### config.mk
export PLATFORM = sky130hd
export DESIGN_NAME = vga_timing_gen
export DESIGN_NICKNAME = d
export VERILOG_FILES = /design/src/rtl/vga_timing_gen.sv
export SDC_FILE = /design/constraint.sdc
export NUM_CORES = 1
export LEC_CHECK = 0
export ABC_AREA = 1
export BUFFER_PORTS_ARGS = -buffer_cell sky130_fd_sc_hd__buf_2
export CAP_MARGIN = 15
export CORE_UTILIZATION = 35
export DETAILED_ROUTE_END_ITERATION = 12
export GPL_TIMING_DRIVEN = 0
export PLACE_DENSITY = 0.59
export SYNTH_ARGS = -nofsm -noshare
export SYNTH_HDL_FRONTEND = slang
export SYNTH_SLANG_ARGS = --single-unit
### constraint.sdc
create_clock -name clk -period 2.3 [get_ports clk]
set_clock_uncertainty 0.1 [all_clocks]
set_input_delay 0.575 -clock clk [delete_from_list [all_inputs] [get_ports clk]]
set_output_delay 0.575 -clock clk [all_outputs]
set_load 0.01 [all_outputs]
### src/rtl/vga_timing_gen.sv
// VGA raster timing generator: pixel/line counters with registered sync, blanking and strobe outputs.
// Optional frame counter enabled by defining VGA_TIMING_FRAME_CNT_EN.
module vga_timing_gen #(
  parameter int H_ACTIVE = 800,
  parameter int H_FP     = 40,
  parameter int H_SYNC   = 128,
  parameter int H_BP     = 88,
  parameter int V_ACTIVE = 600,
  parameter int V_FP     = 1,
  parameter int V_SYNC   = 4,
  parameter int V_BP     = 23,
  parameter bit HS_POL   = 1'b1,
  parameter bit VS_POL   = 1'b1,
  parameter int CNT_W    = 11
) (
  input  logic             clk,
  input  logic             rst,
  input  logic             en,
  output logic [CNT_W-1:0] hcount,
  output logic [CNT_W-1:0] vcount,
  output logic             hsync,
  output logic             vsync,
  output logic             hblnk,
  output logic             vblnk,
  output logic             de,
  output logic             line_start,
  output logic             frame_start,
  output logic [15:0]      frame_cnt
);

  localparam int H_TOT = H_ACTIVE + H_FP + H_SYNC + H_BP;
  localparam int V_TOT = V_ACTIVE + V_FP + V_SYNC + V_BP;

  localparam logic [CNT_W-1:0] LP_H_LAST     = CNT_W'(H_TOT - 1);
  localparam logic [CNT_W-1:0] LP_V_LAST     = CNT_W'(V_TOT - 1);
  localparam logic [CNT_W-1:0] LP_H_ACT      = CNT_W'(H_ACTIVE);
  localparam logic [CNT_W-1:0] LP_V_ACT      = CNT_W'(V_ACTIVE);
  localparam logic [CNT_W-1:0] LP_HS_START   = CNT_W'(H_ACTIVE + H_FP);
  localparam logic [CNT_W-1:0] LP_HS_END     = CNT_W'(H_ACTIVE + H_FP + H_SYNC);
  localparam logic [CNT_W-1:0] LP_VS_START   = CNT_W'(V_ACTIVE + V_FP);
  localparam logic [CNT_W-1:0] LP_VS_END     = CNT_W'(V_ACTIVE + V_FP + V_SYNC);

  // Counters must be able to represent the last pixel and the last line.
  if ((H_TOT > (1 << CNT_W)) || (V_TOT > (1 << CNT_W))) begin : g_cnt_w_check
    $error("vga_timing_gen: CNT_W too narrow for H_TOT-1 or V_TOT-1");
  end

  function automatic logic f_in_window(input logic [CNT_W-1:0] c,
                                       input logic [CNT_W-1:0] lo,
                                       input logic [CNT_W-1:0] hi);
    return (c >= lo) && (c < hi);
  endfunction

  logic [CNT_W-1:0] r_hcount;
  logic [CNT_W-1:0] r_vcount;
  logic             r_hsync;
  logic             r_vsync;
  logic             r_hblnk;
  logic             r_vblnk;
  logic             r_de;
  logic             r_line_start;
  logic             r_frame_start;

  logic [CNT_W-1:0] w_hcount_nxt;
  logic [CNT_W-1:0] w_vcount_nxt;
  logic             w_line_nxt;
  logic             w_frame_nxt;
  logic             w_hblnk_nxt;
  logic             w_vblnk_nxt;
  logic             w_hsync_nxt;
  logic             w_vsync_nxt;

  // Next counter values; every registered output is decoded from these so
  // outputs always describe the pixel currently on hcount/vcount.
  always_comb begin
    w_hcount_nxt = r_hcount;
    w_vcount_nxt = r_vcount;
    w_line_nxt   = 1'b0;
    w_frame_nxt  = 1'b0;
    if (en) begin
      if (r_hcount == LP_H_LAST) begin
        w_hcount_nxt = '0;
        w_line_nxt   = 1'b1;
        if (r_vcount == LP_V_LAST) begin
          w_vcount_nxt = '0;
          w_frame_nxt  = 1'b1;
        end else begin
          w_vcount_nxt = r_vcount + CNT_W'(1);
        end
      end else begin
        w_hcount_nxt = r_hcount + CNT_W'(1);
      end
    end
  end

  always_comb begin
    w_hblnk_nxt = (w_hcount_nxt >= LP_H_ACT);
    w_vblnk_nxt = (w_vcount_nxt >= LP_V_ACT);
    w_hsync_nxt = f_in_window(w_hcount_nxt, LP_HS_START, LP_HS_END) ? HS_POL : ~HS_POL;
    w_vsync_nxt = f_in_window(w_vcount_nxt, LP_VS_START, LP_VS_END) ? VS_POL : ~VS_POL;
  end

  always_ff @(posedge clk or posedge rst) begin
    if (rst) begin
      r_hcount      <= '0;
      r_vcount      <= '0;
      r_hsync       <= ~HS_POL;
      r_vsync       <= ~VS_POL;
      r_hblnk       <= 1'b0;
      r_vblnk       <= 1'b0;
      r_de          <= 1'b1;
      r_line_start  <= 1'b0;
      r_frame_start <= 1'b0;
    end else begin
      r_hcount      <= w_hcount_nxt;
      r_vcount      <= w_vcount_nxt;
      r_hsync       <= w_hsync_nxt;
      r_vsync       <= w_vsync_nxt;
      r_hblnk       <= w_hblnk_nxt;
      r_vblnk       <= w_vblnk_nxt;
      r_de          <= !w_hblnk_nxt && !w_vblnk_nxt;
      r_line_start  <= w_line_nxt;
      r_frame_start <= w_frame_nxt;
    end
  end

`ifdef VGA_TIMING_FRAME_CNT_EN
  logic [15:0] r_frame_cnt;

  always_ff @(posedge clk or posedge rst) begin
    if (rst) begin
      r_frame_cnt <= 16'd0;
    end else if (w_frame_nxt) begin
      r_frame_cnt <= r_frame_cnt + 16'd1;
    end
  end

  assign frame_cnt = r_frame_cnt;
`else
  assign frame_cnt = 16'd0;
`endif

  assign hcount      = r_hcount;
  assign vcount      = r_vcount;
  assign hsync       = r_hsync;
  assign vsync       = r_vsync;
  assign hblnk       = r_hblnk;
  assign vblnk       = r_vblnk;
  assign de          = r_de;
  assign line_start  = r_line_start;
  assign frame_start = r_frame_start;

endmodule
Word level (Yosys, flattened, before mapping)
Index checks and enable logic that the tools add are counted.
- word-level logic and storage cells: 36
- output and inout port bits: 45
- register bits after elaboration: 29
- bits of input ports: 3
- reductions and logical operators: 5
- add/sub/neg operators: 2
- magnitude comparators: 6
- muxes and demuxes: 12
- equal/unequal tests: 2
- operators by type and width (kind ; count):
    2-to-1 mux 11 bit ; 5
    >= comparator 11 x 10 -> 1 bit, second input constant ; 4
    adder 11 x 1 -> 11 bit, second input constant ; 2
    < comparator 11 x 10 -> 1 bit, second input constant ; 2
    == test 11 x 10 -> 1 bit, second input constant ; 1
    == test 11 bit, second input constant ; 1
    2-to-1 mux 1 bit ; 7
    logical AND 1 bit ; 3
    logical NOT 1 bit ; 2

Depth between registers and ports, before layout
- depth after elaboration: 7
- mapped depth: 16
- mapped depth without buffers: 15

Worst setup path before layout
Ideal clock, no wire load.
- kind: register to register
- start point: register r_hcount[0] (netlist: hcount[0])
- end point: register r_vsync (netlist: vsync)
- data required time: 2085 ps
- cell stages (with the launch flop): 16
- setup time: 115 ps
- path buffers: 1
- data arrival time: 1753 ps
- setup slack: 332 ps
- period minus slack after synthesis: 1968 ps
- path through: dfrtp_1 ha_1 nand2_2 nor2_4 nand2_2 nor2_4 nand2_2 buf_6 o21bai_2 nand2_1 inv_2 nand2_1 nor2_2 nand3_1 nand2_1 nor2_2
- cells in the longest elaborated chain, start to end: 6
- elaborated cells on any way between the ends: 7
- those cells by class: 2 x order compare; 1 x eq/ne; 3 x mux; 1 x reduce/logical
- RTL lines (what ; RTL line ; RTL):
    from (decl) ; 54 ; logic [CNT_W-1:0] r_hcount;
    from (signal assigned) ; 115 ; r_hcount <= w_hcount_nxt;
    == test 11 bit (*) ; 81 ; if (r_hcount == LP_H_LAST) begin
    2-to-1 mux 11 bit (*) ; 81 ;
    2-to-1 mux 11 bit (*) ; 80 ; if (en) begin
    named net w_vcount_nxt[3] ; 65 ; logic [CNT_W-1:0] w_vcount_nxt;
    >= comparator 11 x 10 -> 1 bit or < comparator 11 x 10 -> 1 bit (tied branches) ; 51 ; return (c >= lo) && (c < hi);
    logical AND 1 bit (*) ; 51 ;
    2-to-1 mux 1 bit (*) ; 100 ; w_vsync_nxt = f_in_window(w_vcount_nxt, LP_VS_START, LP_VS_END) ? VS_POL : ~VS_POL;
    named net w_vsync_nxt ; 71 ; logic w_vsync_nxt;
    to (signal assigned) ; 108 ; r_vsync <= ~VS_POL;
    to (signal assigned) ; 118 ; r_vsync <= w_vsync_nxt;
    to (decl) ; 57 ; logic r_vsync;
Mark *: on every way through the listed nets, which the timed path passes. The rest lies on a longest branch.

Final worst setup path
Same ends and word-level chain as after synthesis.

==> reports/summary.txt <==
reg-to-reg critical path endpoint - vsync
Final Hold Violating Endpoints - 0
I/O pin count - 48
setup_tns - 0 ps
gp weighted congestion - 0.863
setup ws final - 166 ps
worst setup path end - vsync
maxcap violations - 0
crit end category - flop
Critical-path top delay cell - dfrtp_1
routed vias/inst - 4.43
yosys warns - 0
post-synthesis register bit count - 29
final max-slew violation count - 0
Max clock buf depth - 2
share of layout cells above drive strength 1 - 28.1%
DP Worst Slack - 45.1 ps
outcome - finished, final reports clean
R2R setup slack - 170 ps
crit path launch - hcount[0]
initial antenna violation count - 0
Fmax - 469 MHz
R2R Path Start - hcount[0]
Port Buf Inserts - 30
final net count - 335
Die H - 76.7 um
gr ovfl total - 0
worst-skew pair later-pin latency - 290 ps
worst vdd ir - 0.327 mV
Worst EP arrival - 2220 ps
Hold Path Class - in2async
Critical Path RT - 2390 ps
Filler cells - 568
Area growth syn-to-layout - 22.6%
average cell area after synthesis - 7.13 um^2
worst-path cell chain - ha_2 > inv_1 > nor2_2 > nand3b_1 > nand2_1 > o21ai_0 > nand2_1 > nand2_1 > nor2_2 > nand2_2 > inv_1 > nand3_1 > nand2_1 > nor2_2
sequential fraction of the synthesis area - 37.2%
detailed placement HPWL - 3.27 mm
CP Buf/Inv Count - 2
residual DRC count - 0
crit share post-route - 92.8%
chip width - 76.7 um
total track usage - 16.2%
Initial Util - 37.3%
register area - 727 um^2
final WL - 4.35 mm
Initial DRC Count - 87
pwr dens - 688 mW/mm^2
row count - 26
post-route ant nets - 0
final setup fails - 0
multi-input logic area - 0.00100 mm^2
total number of vias - 1777
pin count of the biggest net entering global routing - 30
DRT Pass-1 Iters - 4
Reg clk slew, reported paths - 70 ps
Pwr Total - 1650 uW
Startpoint Class - flop
post-synth cell types - 30
H-tree Lvls - 2
Final Critical Period - 2130 ps
CP peak stage delay - 380 ps
Static Leak - 0.00128 uW
core box area - 0.00524 mm^2
Synth Cell Area - 0.00195 mm^2
cell with the most instances on the worst path - nand2_1
die area - 0.00589 mm^2
diodes inserted - 0
CTS Root Cell - clkbuf_8
hold_buf cts - 0
final core occ - 45.7%
Post-Synthesis Cells - 274
CTS tree - built
Num CTS Buffers - 5
worst-path fanout max - 7
cell family with most CP delay - simple AND/OR/NAND/NOR gates
global-route wire length before repair - 7.48 mm
DR WL/cell - 10.8 um
unrepaired setup endpoints after global routing - no
Worst Reg-to-Reg Cells - 14
number of global-route vias before repair - 1614
CTS sink cnt - 29
Critical Path Stages - 14
CP Class - reg2reg
-- metrics by stage --
step / hold WS, ps / area (um^2) / std cells
after floorplan: 456 / 2010 / 289
after global placement: 424 / 2250 / 389
after detailed placement: 422 / 2250 / 389
after CTS: 438 / 2330 / 397
after global routing: 191 / 2400 / 401
final: 159 / 2400 / 401
-- area by class of cell --
type | instances | share of cell area, %
repair buffers | 34 | 8.36
multi-input cells | 201 | 41.8
plain buffers | 19 | 6.01
clock buffers | 5 | 2.87
clock inverters | 3 | 0.731
inverters | 40 | 6.27
flip-flops and latches | 29 | 30.3
well taps | 70 | 3.66
-- cell usage in the layout, fill, tap and decap left out, types with 3 or more instances in the layout --
cell / instances
nand2_1: 69
inv_1: 37
nor2_1: 33
buf_2: 30
dfrtp_1: 28
nand3_1: 21
buf_4: 20
conb_1: 16
nand2_2: 8
nor2_4: 7
nor2_2: 6
nor3_1: 5
nand3b_1: 5
a21oi_1: 5
clkbuf_8: 5
xor2_1: 4
o21ai_0: 4
nand4_1: 4
inv_2: 3
-- Yosys cell counts (all sizes together) --
cell type | count | area share [%]
nand4 | 4 | 1.3
xor2 | 4 | 1.8
nor2 | 46 | 12
nand2 | 77 | 16
buf | 18 | 7.1
ha | 2 | 1.3
nand3 | 22 | 5.9
conb | 1 | 0.19
or2 | 3 | 0.96
dfrtp | 28 | 36
nor3 | 5 | 1.3
o31ai | 1 | 0.38
nand3b | 5 | 1.9
a211oi | 1 | 0.38
o21bai | 1 | 0.58
o21ai | 6 | 1.5
inv | 40 | 7.7
xnor2 | 1 | 0.45
dfstp | 1 | 1.3
a21oi | 7 | 2.0
clkbuf | 1 | 0.26
-- power breakdown --
group	total [uW]	internal [uW]	switching, uW	leakage (uW)
combinational	523	229	295	0.000882
clock	426	208	218	0.0000439
sequential	699	594	105	0.000355
-- logic make-up (layout without fill, tap and decap cells) --
group | Yosys count | count (layout) | share of synthesized area (%)
buffers and inverters | 59 | 101 | 15.0
flip-flops | 29 | 29 | 37.2
XOR/XNOR | 5 | 5 | 2.24
AO/OA/AOI/OAI | 16 | 16 | 4.87
adder cells (fa/ha/maj) | 2 | 2 | 1.28
AND/OR/NAND/NOR | 162 | 162 | 39.2
other | 1 | 16 | 0.192
-- layer usage --
layer | up-vias | routed length, um | global-route usage [%]
met5 | - | 0 | 0
met4 | 0 | 99 | 7.69
li1 | 927 | - | -
met1 | 785 | 2070 | 21.1
met2 | 57 | 1900 | 24.8
met3 | 8 | 281 | 4.05
-- worst min path at each step --
stage	slack (ps)	from	to
6_report	160	rst	hcount[9]
5_1_grt	190	rst	hcount[9]
4_1_cts	440	hcount[1]	hcount[1]
3_5_place_dp	420	hcount[1]	hcount[1]
3_3_place_gp	420	hcount[1]	hcount[1]
2_1_floorplan	460	hcount[1]	hcount[1]
-- timing repair --
action,CTS,global route
endpoints found under the setup margin,0,4
gates resized for setup,0,4
buffers inserted,0,3
hold endpoints to repair,0,0
-- worst reg2reg max path, delay by kind of cell, from the launching register on --
kind / cells / cell delay [ps]
and+or+nand+nor: 10 / 1120
DFF: 1 / 380
adders and majority gates: 1 / 210
buffers and inverters: 2 / 140
AOI/OAI and AO/OA: 1 / 90
-- state kept, by name (all words and copies together), names as in the netlist --
| signal | cells |
|---|---|
| hcount | 11 |
| vcount | 11 |
| de | 1 |
| frame_start | 1 |
| hblnk | 1 |
| hsync | 1 |
| line_start | 1 |
| vblnk | 1 |
| vsync | 1 |
(Power assumes the default switching activity.)
